### config.mk
export PLATFORM = sky130hd
export DESIGN_NAME = scfifo_showahead_ctrl
export DESIGN_NICKNAME = d
export VERILOG_FILES = /design/src/rtl/scfifo_showahead_ctrl.sv
export SDC_FILE = /design/constraint.sdc
export NUM_CORES = 1
export LEC_CHECK = 0
export ABC_CLOCK_PERIOD_IN_PS = 3100
export BUFFER_PORTS_ARGS = -buffer_cell sky130_fd_sc_hd__buf_2
export CORE_ASPECT_RATIO = 1.1
export CORE_MARGIN = 2
export CORE_UTILIZATION = 35
export DETAILED_ROUTE_END_ITERATION = 7
export GPL_ROUTABILITY_DRIVEN = 0
export SLEW_MARGIN = 10
export SYNTH_ARGS = -nofsm -noshare
export SYNTH_HDL_FRONTEND = slang
export SYNTH_SLANG_ARGS = --single-unit
### constraint.sdc
create_clock -name clk_i -period 3.1 [get_ports clk_i]
set_input_delay 0.465 -clock clk_i [delete_from_list [all_inputs] [get_ports clk_i]]
set_output_delay 0.465 -clock clk_i [all_outputs]
set_load 0.1 [all_outputs]
### src/rtl/scfifo_showahead_ctrl.sv
// Show-ahead FIFO controller wrapping a simple-dual-port RAM whose read path has a
// two-stage (address register + output register) pipeline enabled by mem_re_o.
module scfifo_showahead_ctrl #(
    parameter int unsigned WIDTH             = 8,
    parameter int unsigned ADDR_WIDTH        = 8,
    parameter int unsigned ALMOST_FULL_LEVEL = (1 << ADDR_WIDTH) - 4
) (
    input  logic                  clk_i,
    input  logic                  arst_i,
    input  logic                  wrreq_i,
    input  logic [WIDTH-1:0]      data_i,
    input  logic                  rdreq_i,
    output logic [WIDTH-1:0]      q_o,
    output logic                  empty_o,
    output logic                  full_o,
    output logic                  almost_full_o,
    output logic [ADDR_WIDTH:0]   usedw_o,
    output logic                  overflow_o,
    output logic                  underflow_o,
    output logic                  mem_we_o,
    output logic [ADDR_WIDTH-1:0] mem_waddr_o,
    output logic [WIDTH-1:0]      mem_din_o,
    output logic                  mem_re_o,
    output logic [ADDR_WIDTH-1:0] mem_raddr_o,
    input  logic [WIDTH-1:0]      mem_dout_i
);

    localparam int unsigned Depth = 1 << ADDR_WIDTH;
    localparam logic [ADDR_WIDTH:0] DepthW = (ADDR_WIDTH + 1)'(Depth);
    localparam logic [ADDR_WIDTH:0] AfLevel = (ADDR_WIDTH + 1)'(ALMOST_FULL_LEVEL);

    logic [ADDR_WIDTH-1:0] wptr_q, wptr_d;
    logic [ADDR_WIDTH-1:0] rptr_q, rptr_d;
    logic [ADDR_WIDTH:0]   ram_cnt_q, ram_cnt_d;
    logic [ADDR_WIDTH:0]   usedw_q, usedw_d;
    logic                  v1_q, v1_d;
    logic                  v2_q, v2_d;
    logic                  vq_q, vq_d;
    logic [WIDTH-1:0]      q_q, q_d;
    logic                  full_q, full_d;
    logic                  afull_q, afull_d;
    logic                  overflow_q, overflow_d;
    logic                  underflow_q, underflow_d;

    logic wr_ok, pop, q_load, mem_re, avail, fetch;

    always_comb begin
        wr_ok  = wrreq_i & ~full_q;
        pop    = rdreq_i & vq_q;
        q_load = v2_q & (~vq_q | pop);
        mem_re = ~v2_q | q_load;
        // Words written but not yet fetched; registered so that an address is never
        // sampled into stage 1 on the edge it is written.
        avail  = (ram_cnt_q != '0);
        fetch  = mem_re & avail;

        wptr_d    = wptr_q + ADDR_WIDTH'(wr_ok);
        rptr_d    = rptr_q + ADDR_WIDTH'(fetch);
        ram_cnt_d = ram_cnt_q + (ADDR_WIDTH + 1)'(wr_ok) - (ADDR_WIDTH + 1)'(fetch);
        usedw_d   = usedw_q + (ADDR_WIDTH + 1)'(wr_ok) - (ADDR_WIDTH + 1)'(pop);

        v1_d = v1_q;
        v2_d = v2_q;
        if (mem_re) begin
            v2_d = v1_q;
            v1_d = avail;
        end

        q_d  = q_q;
        vq_d = vq_q;
        if (q_load) begin
            q_d  = mem_dout_i;
            vq_d = 1'b1;
        end else if (pop) begin
            vq_d = 1'b0;
        end

        full_d      = (usedw_d == DepthW);
        afull_d     = (usedw_d >= AfLevel);
        overflow_d  = wrreq_i & full_q;
        underflow_d = rdreq_i & ~vq_q;
    end

    always_ff @(posedge clk_i or posedge arst_i) begin
        if (arst_i) begin
            wptr_q      <= '0;
            rptr_q      <= '0;
            ram_cnt_q   <= '0;
            usedw_q     <= '0;
            v1_q        <= 1'b0;
            v2_q        <= 1'b0;
            vq_q        <= 1'b0;
            q_q         <= '0;
            full_q      <= 1'b0;
            afull_q     <= 1'b0;
            overflow_q  <= 1'b0;
            underflow_q <= 1'b0;
        end else begin
            wptr_q      <= wptr_d;
            rptr_q      <= rptr_d;
            ram_cnt_q   <= ram_cnt_d;
            usedw_q     <= usedw_d;
            v1_q        <= v1_d;
            v2_q        <= v2_d;
            vq_q        <= vq_d;
            q_q         <= q_d;
            full_q      <= full_d;
            afull_q     <= afull_d;
            overflow_q  <= overflow_d;
            underflow_q <= underflow_d;
        end
    end

    assign q_o           = q_q;
    assign empty_o       = ~vq_q;
    assign full_o        = full_q;
    assign almost_full_o = afull_q;
    assign usedw_o       = usedw_q;
    assign overflow_o    = overflow_q;
    assign underflow_o   = underflow_q;
    assign mem_we_o      = wr_ok;
    assign mem_waddr_o   = wptr_q;
    assign mem_din_o     = data_i;
    assign mem_re_o      = mem_re;
    assign mem_raddr_o   = rptr_q;

endmodule

==> results.md <==
- Post-synthesis compound-gate area fraction: between 6 and 7%
- DP HPWL: about 3300 um
- Routed Antenna Nets: 0
- CTS tree: done
- Worst-Margin Slew: roughly 0.71 ns
- Most common cell after layout, fill and taps aside: buf_2
- Root Driver: clkbuf_8
- DRC: 0
- Crit path launch type: register
- Nets@finish: between 300 and 400
- Initial core utilization: a little over a third
- Avg WL per Cell: around 12 um
- Busiest grt layer: met2
- Fin crit period: between 2 and 3 ns
- Top cells by area, synth: dfrtp_1 49%, ha_1 13%, xnor2_1 5.3%
- Distinct cells, synth: 34
- H-Tree Depth: 2
- Core area: 6970 sq um
- Share of cells above drive strength 1: roughly 31%
- Die height: between 90 and 100 um
- Top_reg_cell synth: dfrtp_1
- FF+latch count, synth: 49
- Worst-skew pair later-pin latency: ~0.30 ns
- # hold bufs at CTS: 0
- Max FO, Critical Path: 3
- Area of the multi-input gates: approximately 1100 sq um
- Post-synthesis cell count: 217
- Fmax achieved: approximately 0.34 GHz
- Met3 Track Usage GR: 2.41%
- Largest family of logic cells by synthesized area: adder cells
- CP Capture Type: register
- Synth top area share: slightly below 50%
- Outcome: completed
- DR iter-0 viols: 19
- Initial antenna violation count: 0
- Crit share post-route: a little over nine tenths
- Most frequent cells in the layout: 51 x buf_2, 48 x dfrtp_1, 26 x inv_1
- P&R area growth vs syn: 19.7%
- Max-cap violations: 0
- Vias: between 1500 and 2000
- DRT Wirelength: 4240 um
- Met1 track demand over resource: between 15 and 20%
- Synth Area in Simple Gates: a little over a tenth
- Post-synthesis mux area share: approximately 3.6%
- First-pass GRT wire length: about 7600 um
- Post-synth EDFFs: 0
- Number of post-CTS setup repair buffers: 0
- Synth warnings: 0
- Inserted Diodes: 0
- CP Class: register to register
- Hold Path Class: primary input to asynchronous set/reset pin
- Worst-path clk slew: around 0.09 ns
- Met2 Track Usage GR: between 20% and 30%
- Reg area: between 1000 and 1500 sq um
- Arr. time, crit path: between 3 and 4 ns
- Slew Viols, Final: 0
- Max-slew headroom: between 50% and 60%
- Skew final: about 0.0037 ns
- Placed instance area: 2860 sq um
- Unrepaired setup endpoints after global routing: true
- Post-Synth Adder-Cell Area: approximately 14%
- Port Buffer Count: 51
- Asr flop ratio synth: 100%
- Vias in the first global route: between 1500 and 2000
- Synth area leader: dfrtp_1
- Largest net degree at the start of global routing: 34
- Vias per inst: around 4.7
- Syn avg cell area: between 10 and 15 sq um
- Fin. Hold Viols: 0
- IO Count: between 60 and 70
- Overflow after GRT: 0
- First-pass DRT Iterations: 3
- Setup-failing EPs final: 0
- Rows: 32
- Die Area: approximately 7800 sq um
- Fill cells: 687
- Gr usage total: 12.1%
- CP Data Required Time: about 3.3 ns
- Num CTS Buffers: 5
- Sequential share of the synthesized area: between 40% and 50%
- Synth Area in XOR/XNOR: under 10%
- Syn Nets: approximately 260
- Post-cts sizing count: 0
- Synthesized cell area: 2500 sq um
- CTS Sinks: 49
- Maximum root-to-sink buffer count: 2
- Design area: about 3000 sq um
- Die Span X: between 80 and 90 um
[final timing paths]
path                                     start             end  slack [ns]  depth (start not counted)
worst max-delay path                    full_o          full_o        0.14                         12
worst min-delay path                    arst_i      usedw_o[2]        0.27                          2
worst max register to register          full_o          full_o        0.14                         12
worst min register to register  mem_raddr_o[7]  mem_raddr_o[7]        0.47                          1
max in group asynchronous               arst_i          q_o[5]        2.23                          3
min in group clk_i               mem_dout_i[7]          q_o[7]        0.39                          2
[per-layer routing]
layer | routed length, um | vias up
met5 | 0 | -
met4 | 84 | 0
met3 | 177 | 7
met2 | 2020 | 34
met1 | 1960 | 803
li1 | - | 822
[final cells by class]
class,count,area share (%)
clock buffers,6,2.76
clock inverters,2,1.26
inverters,27,3.39
multi-input cells,133,38.3
flip-flops and latches,49,41.1
well taps,85,3.56
repair buffers,55,9.54
[logic make-up after synthesis]
| group | Yosys count |
|---|---|
| flip-flops | 49 |
| XOR/XNOR | 26 |
| AND/OR/NAND/NOR | 47 |
| buffers and inverters | 35 |
| AO/OA/AOI/OAI | 25 |
| multiplexers | 8 |
| adder cells (fa/ha/maj) | 27 |
[worst max-delay path, stage by stage, from the launching register on]
cell and delay (ns):
dfrtp_4 0.50, nor2b_4 0.11, inv_1 0.04, ha_1 0.26, inv_1 0.04, ha_2 0.18
fa_2 0.38, a211oi_2 0.22, nor2_1 0.07, xor2_1 0.15, or4_1 0.38, or3_1 0.33
nor4b_2 0.22
[cell usage after synthesis (4+ instances only)]
master    instances
inv_1            27
xnor2_1          15
ha_1             25
dfrtp_1          49
and3_1            4
nand2b_1          6
mux2_2            8
a21oi_1           7
nor2_1           13
buf_4             8
nand3_1           4
o21ai_0           4
xor2_1           11
[through the flow]
stage	utilization, %	TNS, ns	setup slack (ns)	instances	hold slack [ns]
5_1_grt	42.9	-0.0188	-0.0188	357	0.326
6_report	42.9	0	0.144	357	0.269
3_5_place_dp	41.1	0	0.0229	349	0.459
2_1_floorplan	-	-0.934	-0.472	217	0.435
3_3_place_gp	41.1	0	0.0789	349	0.456
4_1_cts	42.8	0	0.123	357	0.302
[state kept, by name, indices dropped and copies added, names as in the netlist]
| signal | flops |
|---|---|
| ram_cnt_q | 9 |
| usedw_o | 9 |
| mem_raddr_o | 8 |
| mem_waddr_o | 8 |
| q_o | 8 |
| almost_full_o | 1 |
| full_o | 1 |
| overflow_o | 1 |
| underflow_o | 1 |
| v1_q | 1 |
| v2_q | 1 |
| vq_q | 1 |
Power is not shown: default switching activity piles up to over one toggle a cycle in this logic, so the estimate is an artifact.
